--- src/rtl/jt12_eg_mon_pkg.sv ---
// jt12_eg_mon_pkg: shared definitions for the EG monitor slice.
//   JT12_SLOTS  - operator slots per sample frame
//   JT12_SILENT - attenuation code for silence, also the "no data" read value
//   rd_state_e  - read FSM state encoding
package jt12_eg_mon_pkg;

   localparam int unsigned JT12_SLOTS  = 24;
   localparam logic [9:0]  JT12_SILENT = 10'h3FF;

   typedef enum logic [1:0] {
      StIdle = 2'd0,
      StWait = 2'd1,
      StDone = 2'd2
   } rd_state_e;

endpackage

--- src/rtl/jt12_eg_mon_if.sv ---
// jt12_eg_mon_if: read request/response bus of the EG monitor.
//   req, req_slot           - request strobe and operator slot (master -> slave)
//   ack, rd_data, rd_err    - one-cycle response pulse with payload (slave -> master)
//   busy                    - read pending (slave -> master)
interface jt12_eg_mon_if;

   logic       req;
   logic [4:0] req_slot;
   logic       ack;
   logic [9:0] rd_data;
   logic       rd_err;
   logic       busy;

   modport master (
      output req, req_slot,
      input  ack, rd_data, rd_err, busy
   );

   modport slave (
      input  req, req_slot,
      output ack, rd_data, rd_err, busy
   );

endinterface

--- src/rtl/jt12_eg_slotcnt.sv ---
// jt12_eg_slotcnt: tracks which operator slot the serial EG stream carries this cycle.
//   i_clk, i_rst_n - clock, synchronous active-low reset
//   i_zero         - frame marker; forces the current slot to SLOT_OFS
//   i_clr          - clears the sticky sync error
//   o_slot         - slot index of the current cycle (combinational)
//   o_sync_err     - sticky: a frame marker arrived out of phase
module jt12_eg_slotcnt
   import jt12_eg_mon_pkg::*;
#(
   parameter int unsigned SLOT_OFS = 0,
   parameter int unsigned SLOTS    = JT12_SLOTS
) (
   input  logic       i_clk,
   input  logic       i_rst_n,
   input  logic       i_zero,
   input  logic       i_clr,
   output logic [4:0] o_slot,
   output logic       o_sync_err
);

   logic [4:0] r_slot;
   logic       r_locked;
   logic       r_sync_err;
   logic [4:0] w_pred;

   always_comb begin
      w_pred = (r_slot == 5'(SLOTS - 1)) ? 5'd0 : r_slot + 5'd1;
      // The marker wins over the prediction, so a resync takes effect this cycle.
      o_slot = i_zero ? 5'(SLOT_OFS) : w_pred;
   end

   always_ff @(posedge i_clk) begin
      if (!i_rst_n) begin
         r_slot     <= 5'd0;
         r_locked   <= 1'b0;
         r_sync_err <= 1'b0;
      end else begin
         r_slot <= o_slot;
         if (i_zero) r_locked <= 1'b1;
         // The first marker after reset only aligns; later ones must land on SLOT_OFS.
         if (i_clr) begin
            r_sync_err <= 1'b0;
         end else if (i_zero && r_locked && (w_pred != 5'(SLOT_OFS))) begin
            r_sync_err <= 1'b1;
         end
      end
   end

   assign o_sync_err = r_sync_err;

endmodule

--- src/rtl/jt12_eg_mon.sv ---
// jt12_eg_mon: EG attenuation monitor with a slot read port and a peak tracker.
//   i_clk, i_rst_n - clock, synchronous active-low reset
//   i_zero         - frame marker from the EG counter domain
//   i_eg_in        - serial attenuation stream, one operator per cycle
//   i_pk_slot      - slot watched by the peak tracker
//   i_pk_clr       - clears the peak level and the sync error
//   o_pk_level     - loudest (minimum) attenuation seen on i_pk_slot since clear
//   o_sync_err     - sticky frame-phase error
//   rd_bus         - read request/response bus (slave side)
module jt12_eg_mon
   import jt12_eg_mon_pkg::*;
#(
   parameter int unsigned SLOT_OFS = 0,
   parameter int unsigned SLOTS    = JT12_SLOTS
) (
   input  logic                i_clk,
   input  logic                i_rst_n,
   input  logic                i_zero,
   input  logic [9:0]          i_eg_in,
   input  logic [4:0]          i_pk_slot,
   input  logic                i_pk_clr,
   output logic [9:0]          o_pk_level,
   output logic                o_sync_err,
   jt12_eg_mon_if.slave        rd_bus
);

   logic [4:0] w_slot;
   logic       w_req_ok;
   logic       w_pk_hit;

   rd_state_e  r_state;
   logic [4:0] r_lat;
   logic       r_ack;
   logic       r_busy;
   logic [9:0] r_rd_data;
   logic       r_rd_err;
   logic [9:0] r_pk;

   jt12_eg_slotcnt #(
      .SLOT_OFS (SLOT_OFS),
      .SLOTS    (SLOTS)
   ) u_slotcnt (
      .i_clk      (i_clk),
      .i_rst_n    (i_rst_n),
      .i_zero     (i_zero),
      .i_clr      (i_pk_clr),
      .o_slot     (w_slot),
      .o_sync_err (o_sync_err)
   );

   assign w_req_ok = 32'(rd_bus.req_slot) < SLOTS;
   assign w_pk_hit = (i_pk_slot == w_slot) && (32'(i_pk_slot) < SLOTS);

   // DONE always ends with exactly one ack cycle. A capture from WAIT raises ack on
   // entry; an out-of-range request enters DONE with ack low and raises it one cycle
   // later, giving that path its fixed two-cycle latency.
   always_ff @(posedge i_clk) begin
      if (!i_rst_n) begin
         r_state   <= StIdle;
         r_lat     <= 5'd0;
         r_ack     <= 1'b0;
         r_busy    <= 1'b0;
         r_rd_data <= JT12_SILENT;
         r_rd_err  <= 1'b0;
      end else begin
         unique case (r_state)
            StIdle: begin
               if (rd_bus.req) begin
                  if (w_req_ok) begin
                     r_lat   <= rd_bus.req_slot;
                     r_busy  <= 1'b1;
                     r_state <= StWait;
                  end else begin
                     r_rd_data <= JT12_SILENT;
                     r_rd_err  <= 1'b1;
                     r_state   <= StDone;
                  end
               end
            end
            StWait: begin
               // r_lat is only valid from the cycle after acceptance, so the
               // acceptance cycle can never match.
               if (w_slot == r_lat) begin
                  r_rd_data <= i_eg_in;
                  r_rd_err  <= 1'b0;
                  r_ack     <= 1'b1;
                  r_busy    <= 1'b0;
                  r_state   <= StDone;
               end
            end
            StDone: begin
               if (r_ack) begin
                  r_ack   <= 1'b0;
                  r_state <= StIdle;
               end else begin
                  r_ack <= 1'b1;
               end
            end
            default: r_state <= StIdle;
         endcase
      end
   end

   always_ff @(posedge i_clk) begin
      if (!i_rst_n) begin
         r_pk <= JT12_SILENT;
      end else if (i_pk_clr) begin
         r_pk <= JT12_SILENT;
      end else if (w_pk_hit && (i_eg_in < r_pk)) begin
         r_pk <= i_eg_in;
      end
   end

   assign o_pk_level     = r_pk;
   assign rd_bus.ack     = r_ack;
   assign rd_bus.busy    = r_busy;
   assign rd_bus.rd_data = r_rd_data;
   assign rd_bus.rd_err  = r_rd_err;

endmodule

--- src/flat_wrapper.sv ---
// flat-port wrapper written by rule: the top's interface ports become plain ports
module jt12_eg_mon_flat import jt12_eg_mon_pkg::*;
#(
   parameter int unsigned SLOT_OFS = 0,
   parameter int unsigned SLOTS    = JT12_SLOTS
)
  (i_clk, i_rst_n, i_zero, i_eg_in, i_pk_slot, i_pk_clr, o_pk_level, o_sync_err, rd_bus_req, rd_bus_req_slot, rd_bus_ack, rd_bus_rd_data, rd_bus_rd_err, rd_bus_busy);
  jt12_eg_mon_if rd_bus_i ();
  input  logic i_clk;
  input  logic i_rst_n;
  input  logic i_zero;
  input  logic [9:0] i_eg_in;
  input  logic [4:0] i_pk_slot;
  input  logic i_pk_clr;
  output logic [9:0] o_pk_level;
  output logic o_sync_err;
  input wire logic [$bits(rd_bus_i.req)-1:0] rd_bus_req;
  input wire logic [$bits(rd_bus_i.req_slot)-1:0] rd_bus_req_slot;
  output wire logic [$bits(rd_bus_i.ack)-1:0] rd_bus_ack;
  output wire logic [$bits(rd_bus_i.rd_data)-1:0] rd_bus_rd_data;
  output wire logic [$bits(rd_bus_i.rd_err)-1:0] rd_bus_rd_err;
  output wire logic [$bits(rd_bus_i.busy)-1:0] rd_bus_busy;
  assign rd_bus_i.req = rd_bus_req;
  assign rd_bus_i.req_slot = rd_bus_req_slot;
  assign rd_bus_ack = rd_bus_i.ack;
  assign rd_bus_rd_data = rd_bus_i.rd_data;
  assign rd_bus_rd_err = rd_bus_i.rd_err;
  assign rd_bus_busy = rd_bus_i.busy;
  jt12_eg_mon #(.SLOT_OFS(SLOT_OFS), .SLOTS(SLOTS)) u_core (.i_clk(i_clk), .i_rst_n(i_rst_n), .i_zero(i_zero), .i_eg_in(i_eg_in), .i_pk_slot(i_pk_slot), .i_pk_clr(i_pk_clr), .o_pk_level(o_pk_level), .o_sync_err(o_sync_err), .rd_bus(rd_bus_i));
endmodule
--- config.mk ---
export PLATFORM = sky130hd
export DESIGN_NAME = jt12_eg_mon_flat
export DESIGN_NICKNAME = d
export VERILOG_FILES = /design/src/rtl/jt12_eg_mon_pkg.sv /design/src/rtl/jt12_eg_mon_if.sv /design/src/rtl/jt12_eg_slotcnt.sv /design/src/rtl/jt12_eg_mon.sv /design/src/flat_wrapper.sv
export SDC_FILE = /design/constraint.sdc
export NUM_CORES = 1
export LEC_CHECK = 0
export ABC_AREA = 1
export BUFFER_PORTS_ARGS = -buffer_cell sky130_fd_sc_hd__buf_4
export CAP_MARGIN = 40
export CORE_MARGIN = 2
export CORE_UTILIZATION = 40
export DETAILED_ROUTE_END_ITERATION = 6
export MAX_ROUTING_LAYER = met4
export PLACE_DENSITY = 0.68
export SYNTH_ARGS = -nofsm -noshare
export SYNTH_HDL_FRONTEND = slang
export SYNTH_SLANG_ARGS = --single-unit
--- constraint.sdc ---
create_clock -name i_clk -period 1.8 [get_ports i_clk]
set_input_delay 0.36 -clock i_clk [delete_from_list [all_inputs] [get_ports i_clk]]
set_output_delay 0.36 -clock i_clk [all_outputs]
set_load 0.01 [all_outputs]
==> key figures <==
Final layout
  • ANT cells: 0
  • Layout filler cell count: 426
  • Final instance area: 0.00279 sq mm
  • Layout cells sized above 1: 33.3%
  • Seq. cell area: 753 sq um
  • Multi-input logic area: 0.00116 sq mm
  • Area Growth Syn to Fin: 43.9%
  • Nets@finish: 386

Synthesis
  • Asr flop ratio synth: 0%
  • Synth Cell Area: 0.00194 sq mm
  • Ys flop type: dfxtp_1
  • Most common cell in the netlist: nand2_1
  • Mapped Cells: 281
  • Leading area contributor after synthesis: dfxtp_1
  • Syn nets: 317
  • Synth area leaders: dfxtp_1 (38%), nand2_1 (13%), nand3_1 (13%)
  • Number of synthesized flops with an enable pin: 0
  • Mean area per synthesized cell: 6.89 sq um
  • Yosys reg bits: 37
  • Post-synthesis sequential area ratio: 38.2%
  • Library cells used by synthesis: 24
  • Area share of the largest cell type after synthesis: 38.2%
  • YS warnings: 0
  • Commonest cells in the netlist: nand2_1 (68), nand3_1 (49), inv_1 (39)

Clock tree
  • Clock buffer depth: 2
  • Clock sinks: 37
  • Worst-path clk slew: 70 ps
  • Root buffer cell: clkbuf_8
  • Hold buffers post-CTS: 0
  • CTS tree: done
  • H-Tree Depth: 2
  • CTS buffer count: 5
  • Clock Latency Late Sink: 290 ps

Drt
  • Via density per instance: 5.02
  • Residual DRC: 0
  • Iter 0 DRT Violations: 118
  • WL per Instance: 13.2 microns
  • Total Wirelength: 5330 microns
  • Via Count: 2033
  • DR pass1 iterations: 4
  • Antenna viol nets, final: 0

Power and ir drop
  • Pwr per Cell Area: 818 mW/mm^2
  • P_int: 0.00161 W
  • Clk network pwr share: 33.0%
  • Sequential Power Share: 41.8%
  • Leak Pwr: 1.44 nW
  • Peak VDD IR: 0.338 mV
  • Comb pwr share: 25.2%
  • Sw Share: 29.4%
  • Switch Pwr: 0.000671 W

Hold path
  • Hold crit path type: input pin to flop
  • Hold depth: 2
  • Min-Delay Startpoint: i_pk_clr
  • Hold-critical path endpoint: u_core.u_slotcnt.o_sync_err

Critical path
  • R2R Setup Slk: -30 ps
  • WS Path Type: flop to flop
  • Data required, critical path: 1970 ps
  • R2R depth: 11
  • Critical Path AT: 2010 ps
  • CP Launch Type: flop
  • CP endpoint kind: flop
  • CP max FO: 7
  • Worst r2r src: u_core.u_slotcnt.r_slot[1]
  • R2R Path End: u_core.rd_bus.rd_data[6]

STA
  • Final WS setup: -31.4 ps
  • Final Hold Fails: 0
  • Worst rel slew slack: 69.7%
  • Minimum clock period: 1830 ps
  • Max-slew violations: 0
  • Fmax: 546 MHz
  • Setup TNS: -267 ps
  • Worst-margin pin slew: 453 ps
  • Skew final: 2.45 ps
  • Final worst-path cycle share: 102%
  • RSZ-0062 raised after global routing: yes
  • Setup Viol. Count Final: 20
  • Min Hold Slack: 248 ps

Place
  • Final HPWL DP: 3530 microns
  • Dpl ws: -38.2 ps
  • # port buffers: 48
  • Placed cell area: 0.00240 sq mm
  • Placer Congestion: 0.882

Global routing
  • First-pass GRT wire length: 8110 microns
  • GR Util All Layers: 20.0%
  • Antenna violations before repair: 0
  • Pin count of the biggest net entering global routing: 16
  • Vias in the first global route: 1829
  • Total gr overflow: 0

Outcome
  • Failing checks: negative setup slack
  • Status: complete, but fails checks

Run
  • Max-Cap Viols: 0

Floorplan
  • Ports: 49
  • Die X: 73.6 microns
  • Die Span Y: 73.6 microns
  • Initial core utilization: 41.3%
  • Core area: 0.00469 sq mm
  • Die area: 0.00541 sq mm
  • Row cnt: 25
## registers in the layout (all words and copies together), names as in the netlist, 2 cells and up
register	flops
u_core.r_state	2
u_core.rd_bus.rd_data	10
u_core.o_pk_level	10
u_core.u_slotcnt.r_slot	5
u_core.r_lat	5
## what timing repair did
item | 4_1_cts | 5_1_grt
pin swaps | 3 | 10
resized for setup | 16 | 31
endpoints found under the setup margin | 20 | 23
buffers inserted | 0 | 7
gates cloned | 2 | 2
hold endpoints to repair | 0 | 0
## worst max-delay path by stage
stage	from	to	cells after the start	slack, ps
after global placement	i_eg_in[9]	u_core.o_pk_level[4]	11	-10
after global routing	u_core.u_slotcnt.r_slot[1]	u_core.rd_bus.rd_data[6]	11	-110
after CTS	u_core.u_slotcnt.r_slot[0]	u_core.o_pk_level[1]	11	3
final	u_core.u_slotcnt.r_slot[1]	u_core.rd_bus.rd_data[6]	11	-30
after floorplan	u_core.u_slotcnt.r_slot[0]	u_core.rd_bus.rd_data[1]	12	100
after detailed placement	i_eg_in[9]	u_core.o_pk_level[0]	11	-40
## routing by layer
metal / track usage, % / up-vias / wire length (microns)
li1: - / 1044 / -
met1: 25.7 / 916 / 2350
met2: 30.7 / 66 / 2590
met3: 5.21 / 7 / 334
met4: 6.26 / 0 / 61
met5: - / - / 0
## area by class of cell
type                    count  area share, %
flip-flops and latches     37           27.0
well taps                  54           2.42
inverters                  42           5.75
repair buffers             69           19.1
clock buffers               7           3.10
clock inverters             1           1.08
multi-input cells         195           41.5
## metrics by stage
| stage | utilization [%] | std cells | total power [W] |
|---|---|---|---|
| 6_report | 59.4 | 405 | 0.00228 |
| 5_1_grt | 59.4 | 405 | 0.00241 |
| 4_1_cts | 55.2 | 396 | 0.00223 |
| 3_5_place_dp | 51.3 | 386 | 0.00148 |
| 3_3_place_gp | 51.3 | 386 | 0.00147 |
| 2_1_floorplan | - | 281 | 0.00127 |
## worst max-delay path, stage by stage (launching register included)
cell     delay [ps]
dfxtp_4         370
ha_4            180
nand2_8          80
nor2_1           50
nor2_1          170
nand2_2         120
nand2_2          80
nand3_2          90
o21ai_4         280
nand2_4         120
nand2_1          80
nand3_1          70
## cells by family (layout without fill, tap and decap cells)
logic type / Yosys count / in the layout / synth area share, %
and+or+nand+nor: 153 / 155 / 35.5
xor gates and xnor gates: 2 / 2 / 0.905
AOI/OAI and AO/OA: 27 / 27 / 7.56
adders and majority gates: 11 / 11 / 7.11
DFF: 37 / 37 / 38.2
buffers and inverters: 51 / 119 / 10.7
## power groups by stage
stage | Combinational, W | Sequential [W] | Clock [W]
after global routing | 0.000646 | 0.000962 | 0.000801
after floorplan | 0.000285 | 0.000984 | 0
after global placement | 0.000503 | 0.000967 | 0
after detailed placement | 0.000510 | 0.000968 | 0
after CTS | 0.000519 | 0.000951 | 0.000764
final | 0.000575 | 0.000953 | 0.000751
## cell usage in the layout, fill, tap and decap left out, types with 2 or more instances in the layout
| master | n |
|---|---|
| nand3_1 | 46 |
| ha_1 | 8 |
| nand2_2 | 11 |
| inv_2 | 2 |
| ha_4 | 3 |
| nor2_1 | 18 |
| buf_6 | 4 |
| nand3_2 | 3 |
| o21ai_0 | 5 |
| inv_1 | 39 |
| a21oi_1 | 14 |
| nand2_4 | 6 |
| nand2_1 | 60 |
| xor2_1 | 2 |
| nand4_1 | 6 |
| dfxtp_1 | 31 |
| dfxtp_4 | 2 |
| buf_4 | 65 |
| dfxtp_2 | 4 |
| a21oi_2 | 3 |
| nand3_4 | 2 |
| clkbuf_8 | 6 |
Note: power is estimated with default switching activity, not from simulation.
